--- src/rtl/config_pkg.sv ---
// Minimal elaborated core configuration consumed by the scoreboard ID allocator.
package config_pkg;

  typedef struct packed {
    int unsigned NR_SB_ENTRIES;
    int unsigned TRANS_ID_BITS;
    int unsigned NrIssuePorts;
    int unsigned NrCommitPorts;
  } cva6_cfg_t;

  // Standalone defaults so the allocator elaborates without a full core build.
  localparam cva6_cfg_t cva6_cfg_empty = '{
    NR_SB_ENTRIES: 8,
    TRANS_ID_BITS: 3,
    NrIssuePorts:  2,
    NrCommitPorts: 2
  };

endpackage

--- src/rtl/sb_alloc_pkg.sv ---
// Shared helpers and types for the scoreboard transaction-ID allocator.
package sb_alloc_pkg;

  localparam int unsigned PrefixW   = 32;
  localparam int unsigned StallCntW = 32;
  localparam int unsigned HwmMaxW   = 16;

  typedef struct packed {
    logic [HwmMaxW-1:0]   hwm;
    logic [StallCntW-1:0] stall_cnt;
  } sb_stats_t;

  // Modulo increment for non power-of-two rings; requires ptr < n and inc <= n.
  function automatic int unsigned wrap_add(int unsigned ptr, int unsigned inc, int unsigned n);
    int unsigned sum;
    sum = ptr + inc;
    if (sum >= n) sum = sum - n;
    return sum;
  endfunction

  function automatic int unsigned prefix_count(logic [PrefixW-1:0] vec);
    int unsigned cnt;
    logic        run;
    cnt = 0;
    run = 1'b1;
    for (int i = 0; i < PrefixW; i++) begin
      run = run & vec[i];
      cnt = cnt + 32'(run);
    end
    return cnt;
  endfunction

endpackage

--- src/rtl/sb_ptr_wrap.sv ---
// Wrapping ring pointer with synchronous reset, clear and increment-by-n.
module sb_ptr_wrap
  import sb_alloc_pkg::*;
#(
  parameter int unsigned N    = 8,
  parameter int unsigned PtrW = 3,
  parameter int unsigned IncW = 2
) (
  input  logic            clk_i,
  input  logic            rst_i,
  input  logic            clear_i,
  input  logic [IncW-1:0] inc_i,
  output logic [PtrW-1:0] ptr_o
);

  logic [PtrW-1:0] ptr_q, ptr_d;

  always_comb begin
    ptr_d = PtrW'(wrap_add(32'(ptr_q), 32'(inc_i), N));
    if (clear_i) ptr_d = '0;
  end

  always_ff @(posedge clk_i) begin
    if (rst_i) ptr_q <= '0;
    else       ptr_q <= ptr_d;
  end

  assign ptr_o = ptr_q;

endmodule

--- src/rtl/sb_trans_id_alloc.sv ---
// Circular transaction-ID allocator: in-order issue, in-order commit retirement.
// Optional occupancy/stall statistics when SB_TRANS_ID_ALLOC_STATS_EN is defined.
module sb_trans_id_alloc
  import sb_alloc_pkg::*;
#(
  parameter config_pkg::cva6_cfg_t CVA6Cfg = config_pkg::cva6_cfg_empty
) (
  input  logic                                                          clk_i,
  input  logic                                                          rst_i,
  input  logic                                                          flush_i,
  input  logic [CVA6Cfg.NrIssuePorts-1:0]                               alloc_req_i,
  output logic [CVA6Cfg.NrIssuePorts-1:0]                               alloc_gnt_o,
  output logic [CVA6Cfg.NrIssuePorts-1:0][CVA6Cfg.TRANS_ID_BITS-1:0]    alloc_id_o,
  input  logic [CVA6Cfg.NrCommitPorts-1:0]                              commit_ack_i,
  output logic [CVA6Cfg.NrCommitPorts-1:0][CVA6Cfg.TRANS_ID_BITS-1:0]   commit_id_o,
  output logic [CVA6Cfg.NrCommitPorts-1:0]                              commit_valid_o,
  output logic [CVA6Cfg.TRANS_ID_BITS:0]                                count_o,
  output logic                                                          full_o,
  output logic                                                          empty_o
`ifdef SB_TRANS_ID_ALLOC_STATS_EN
  ,
  output logic [CVA6Cfg.TRANS_ID_BITS:0]                                hwm_o,
  output logic [StallCntW-1:0]                                          stall_cnt_o
`endif
);

  localparam int unsigned NrEntries = CVA6Cfg.NR_SB_ENTRIES;
  localparam int unsigned IdW       = CVA6Cfg.TRANS_ID_BITS;
  localparam int unsigned NrIss     = CVA6Cfg.NrIssuePorts;
  localparam int unsigned NrCom     = CVA6Cfg.NrCommitPorts;
  localparam int unsigned CntW      = IdW + 1;
  localparam int unsigned IssIncW   = $clog2(NrIss + 1);
  localparam int unsigned ComIncW   = $clog2(NrCom + 1);

  logic [IdW-1:0]     issue_ptr, commit_ptr;
  logic [CntW-1:0]    count_q, count_d;
  logic [NrCom-1:0]   commit_ok;
  logic [IssIncW-1:0] n_alloc;
  logic [ComIncW-1:0] n_commit;

  // Space check uses only the registered count, so commit_ack_i never reaches the grants.
  always_comb begin
    logic run;
    run         = 1'b1;
    alloc_gnt_o = '0;
    for (int k = 0; k < NrIss; k++) begin
      run = run & alloc_req_i[k] & ((32'(count_q) + 32'(k)) < NrEntries) & ~flush_i;
      alloc_gnt_o[k] = run;
    end
  end

  always_comb begin
    alloc_id_o     = '0;
    commit_id_o    = '0;
    commit_valid_o = '0;
    for (int k = 0; k < NrIss; k++) begin
      alloc_id_o[k] = IdW'(wrap_add(32'(issue_ptr), 32'(k), NrEntries));
    end
    for (int k = 0; k < NrCom; k++) begin
      commit_id_o[k]    = IdW'(wrap_add(32'(commit_ptr), 32'(k), NrEntries));
      commit_valid_o[k] = 32'(count_q) > 32'(k);
    end
  end

  assign commit_ok = commit_ack_i & commit_valid_o;
  assign n_alloc   = IssIncW'(prefix_count(PrefixW'(alloc_gnt_o)));
  assign n_commit  = ComIncW'(prefix_count(PrefixW'(commit_ok)));

  always_comb begin
    count_d = CntW'(32'(count_q) + 32'(n_alloc) - 32'(n_commit));
    if (flush_i) count_d = '0;
  end

  always_ff @(posedge clk_i) begin
    if (rst_i) count_q <= '0;
    else       count_q <= count_d;
  end

  sb_ptr_wrap #(
    .N    (NrEntries),
    .PtrW (IdW),
    .IncW (IssIncW)
  ) u_issue_ptr (
    .clk_i   (clk_i),
    .rst_i   (rst_i),
    .clear_i (flush_i),
    .inc_i   (n_alloc),
    .ptr_o   (issue_ptr)
  );

  sb_ptr_wrap #(
    .N    (NrEntries),
    .PtrW (IdW),
    .IncW (ComIncW)
  ) u_commit_ptr (
    .clk_i   (clk_i),
    .rst_i   (rst_i),
    .clear_i (flush_i),
    .inc_i   (n_commit),
    .ptr_o   (commit_ptr)
  );

  assign count_o = count_q;
  assign full_o  = 32'(count_q) == NrEntries;
  assign empty_o = count_q == '0;

`ifdef SB_TRANS_ID_ALLOC_STATS_EN
  sb_stats_t stats_q, stats_d;

  // Peak tracks the registered count; stall counter saturates at all-ones.
  always_comb begin
    stats_d = stats_q;
    if (HwmMaxW'(count_q) > stats_q.hwm) stats_d.hwm = HwmMaxW'(count_q);
    if (alloc_req_i[0] & ~alloc_gnt_o[0] & ~flush_i & (stats_q.stall_cnt != '1)) begin
      stats_d.stall_cnt = stats_q.stall_cnt + StallCntW'(1);
    end
  end

  always_ff @(posedge clk_i) begin
    if (rst_i) stats_q <= '0;
    else       stats_q <= stats_d;
  end

  assign hwm_o       = stats_q.hwm[CntW-1:0];
  assign stall_cnt_o = stats_q.stall_cnt;
`endif

  count_bound: assert property (@(posedge clk_i) disable iff (rst_i)
    32'(count_q) <= NrEntries)
    else $error("sb_trans_id_alloc: count exceeds NR_SB_ENTRIES");

  // A gap in the ack vector is a commit-side protocol error; only the prefix retires.
  ack_contiguous: assert property (@(posedge clk_i) disable iff (rst_i)
    32'($countones(commit_ack_i)) == prefix_count(PrefixW'(commit_ack_i)))
    else $warning("sb_trans_id_alloc: commit_ack_i has a gap (%b)", commit_ack_i);

endmodule
--- config.mk ---
export PLATFORM = sky130hd
export DESIGN_NAME = sb_trans_id_alloc
export DESIGN_NICKNAME = d
export VERILOG_FILES = /design/src/rtl/config_pkg.sv /design/src/rtl/sb_alloc_pkg.sv /design/src/rtl/sb_ptr_wrap.sv /design/src/rtl/sb_trans_id_alloc.sv
export SDC_FILE = /design/constraint.sdc
export NUM_CORES = 1
export LEC_CHECK = 0
export ABC_AREA = 1
export BUFFER_PORTS_ARGS = -buffer_cell sky130_fd_sc_hd__buf_2
export CORE_MARGIN = 2
export CORE_UTILIZATION = 44
export DETAILED_ROUTE_END_ITERATION = 10
export GPL_ROUTABILITY_DRIVEN = 0
export PLACE_DENSITY_LB_ADDON = 0.25
export SLEW_MARGIN = 40
export SYNTH_ARGS = -nofsm -noshare
export SYNTH_HDL_FRONTEND = slang
export SYNTH_SLANG_ARGS = --single-unit
--- constraint.sdc ---
create_clock -name clk_i -period 2.5 [get_ports clk_i]
set_input_delay 0.375 -clock clk_i [delete_from_list [all_inputs] [get_ports clk_i]]
set_output_delay 0.375 -clock clk_i [all_outputs]
set_load 0.02 [all_outputs]
==> results.txt <==
outcome -> finished clean
via count -> 659
switching pwr -> 604 µW
Post-DP Area -> 910 µm²
critical-path maximum fanout -> 5
clock sink count -> 10
hpwl dp -> 1.19 mm
unrepaired setup endpoints after global routing -> no
Syn Nets -> 115
die width -> 45.2 µm
Worst-path clk slew -> 0.07 ns
CTS tree -> done
Comb pwr share -> 68.1%
Final Max Tran Viols -> 0
final setup vio count -> 0
CTS buffer count -> 3
FF-to-FF Start -> count_o[2]
HP Class -> in2reg
Layout Utilization -> 61.0%
Synth Register Bits -> 10
Initial DRC Count -> 7
global-route wire length before repair -> 2.35 mm
DR pass1 iterations -> 4
total grt overflow -> 0
Critical Path RT -> 2.66 ns
synthesized area -> 747 µm²
core area -> 1540 µm²
sequential share of power -> 22.1%
CTS HTree Levels -> 1
crit path kind -> reg2reg
vias in the first global route -> 552
Worst IR Drop VDD -> 606 µV
Initial Utilization -> 48.5%
clock latency on the worst-skew pair -> 0.27 ns
min cycle time layout -> 2.29 ns
final instance area -> 940 µm²
final std cells w/o fill -> 140
# Max-Cap Violations -> 0
routed vias/inst -> 4.71
IO Count -> 29
antenna violations before repair -> 0
Avg Synthesized Cell Area -> 8.03 µm²
GR Util All Layers -> 15.9%
Final #Nets -> 148
ANT nets after route -> 0
die area -> 2040 µm²
Die Y-Extent -> 45.2 µm
WL final -> 1.43 mm
Clock power frac -> 9.8%
DRC errors left -> 0
fmax -> 436 MHz
Hold Vio Cnt, Final -> 0
Internal -> 546 µW
Distinct cells, synth -> 16
Crit. End Element -> flop
Setup crit start -> count_o[2]
Warnings, synthesis -> 0
CTS Buffer Depth -> 2
Setup TNS Final -> 0 ns
Ant. Diodes -> 0
IO buf count -> 28
period utilization -> 91.7%
sequential share of the synthesized area -> 26.8%
Placed Cells incl. Taps -> 137
largest net degree at the start of global routing -> 10
number of fill cells in the layout -> 150
Cells after Synth -> 93
share of cells above drive strength 1 -> 37.1%
Worst slew margin -> 80.9%
Worst-Margin Slew -> 0.286 ns
site row count -> 14
clk root buf -> clkbuf_4
Clock Skews -> 0.00617 ns
startpoint types -> flop
Layout area overhead -> 25.8%
Worst EP arrival -> 2.46 ns
WL per Instance -> 10.2 µm
Net Sw Frac -> 52.5%
leakage -> 0.000543 µW
PD cells -> 1220 nW/µm²
Power Total -> 1150 µW
HP Start -> rst_i
final cells by class:
cell class	count	area, µm²	area share (%)
sequential	10	205	21.8
timing repair buffer	28	140	14.9
multi-input combinational	60	465	49.5
inverter	23	86.3	9.19
clock buffer	3	22.5	2.40
tap	16	20.0	2.13
worst paths after layout:
check	end	slack (ns)	cells after the start
setup / recovery	count_o[3]	0.21	13
hold / removal	count_o[3]	0.35	4
setup reg to reg	count_o[3]	0.21	13
hold reg to reg	u_issue_ptr.ptr_o[2]	0.54	2
worst max-delay path, stage by stage (launching register included):
cell and delay [ns]:
dfxtp_4 0.36, inv_1 0.11, ha_1 0.20, nand3_1 0.10, nand2_2 0.09, inv_2 0.04
nand2_2 0.08, nor2_4 0.04, fa_1 0.53, inv_1 0.06, ha_1 0.27, nand3_1 0.09
a21oi_1 0.16, nor2_1 0.06
cells in the final DEF, fill, tap and decap left out:
cell      instances
nand2_2           6
clkbuf_4          3
buf_2            28
fa_1              4
xnor2_1           2
inv_2             3
xor2_1            3
dfxtp_1           8
nor2_1           15
dfxtp_4           1
inv_1            20
nor2_4            2
nor3b_1           1
nand3_1           6
dfxtp_2           1
nor2_2            2
nand2_1           4
ha_1             11
a21oi_1           2
nand4_1           2
sequential cells by signal, summed over array words and instances, names as in the netlist:
| signal | cells |
|---|---|
| count_o | 4 |
| u_commit_ptr.ptr_o | 3 |
| u_issue_ptr.ptr_o | 3 |
per-layer routing:
metal	vias up	routed length [µm]	global-route usage, %
met1	294	626	20.7
met5	-	0	0
li1	344	-	-
met2	19	712	26.9
met4	0	10	5.29
met3	2	81	2.40
synthesized netlist by cell type:
library cell / instances / area share [%]
nor2_4: 1 / 1.5
nand3_1: 6 / 4.0
dfxtp_1: 10 / 27
fa_1: 4 / 11
ha_1: 11 / 18
xor2_1: 3 / 3.5
nand4_1: 2 / 1.7
a21oi_1: 2 / 1.3
nand2_1: 4 / 2.0
inv_2: 3 / 1.5
nor3b_1: 1 / 1.0
nand2_2: 6 / 5.0
nor2_2: 3 / 2.5
xnor2_1: 2 / 2.3
inv_1: 20 / 10
nor2_1: 15 / 7.5
cells by family after synthesis:
kind of cell	share of synthesized area (%)
AO/OA/AOI/OAI	1.34
XOR/XNOR	5.86
adder cells (fa/ha/maj)	29.1
buffers and inverters	11.6
flip-flops	26.8
AND/OR/NAND/NOR	25.3
stage by stage:
stage               setup WS, ns  hold WS (ns)
floorplan                 0.0435         0.534
global placement           0.224         0.536
detailed placement         0.143         0.532
CTS                        0.132         0.336
global route             0.00196         0.382
finish                     0.208         0.346
power by group through the flow:
stage | clock network, µW | registers, µW | logic, µW
after floorplan | 0 | 286 | 553
after global placement | 0 | 248 | 768
after detailed placement | 0 | 255 | 784
after CTS | 118 | 252 | 787
after global routing | 125 | 264 | 889
final | 113 | 254 | 783
what timing repair did:
item	CTS	global route
setup endpoints to repair	0	1
buffers inserted	0	0
hold buffers	0	0
gates resized for setup	0	2
(Power assumes the default switching activity.)
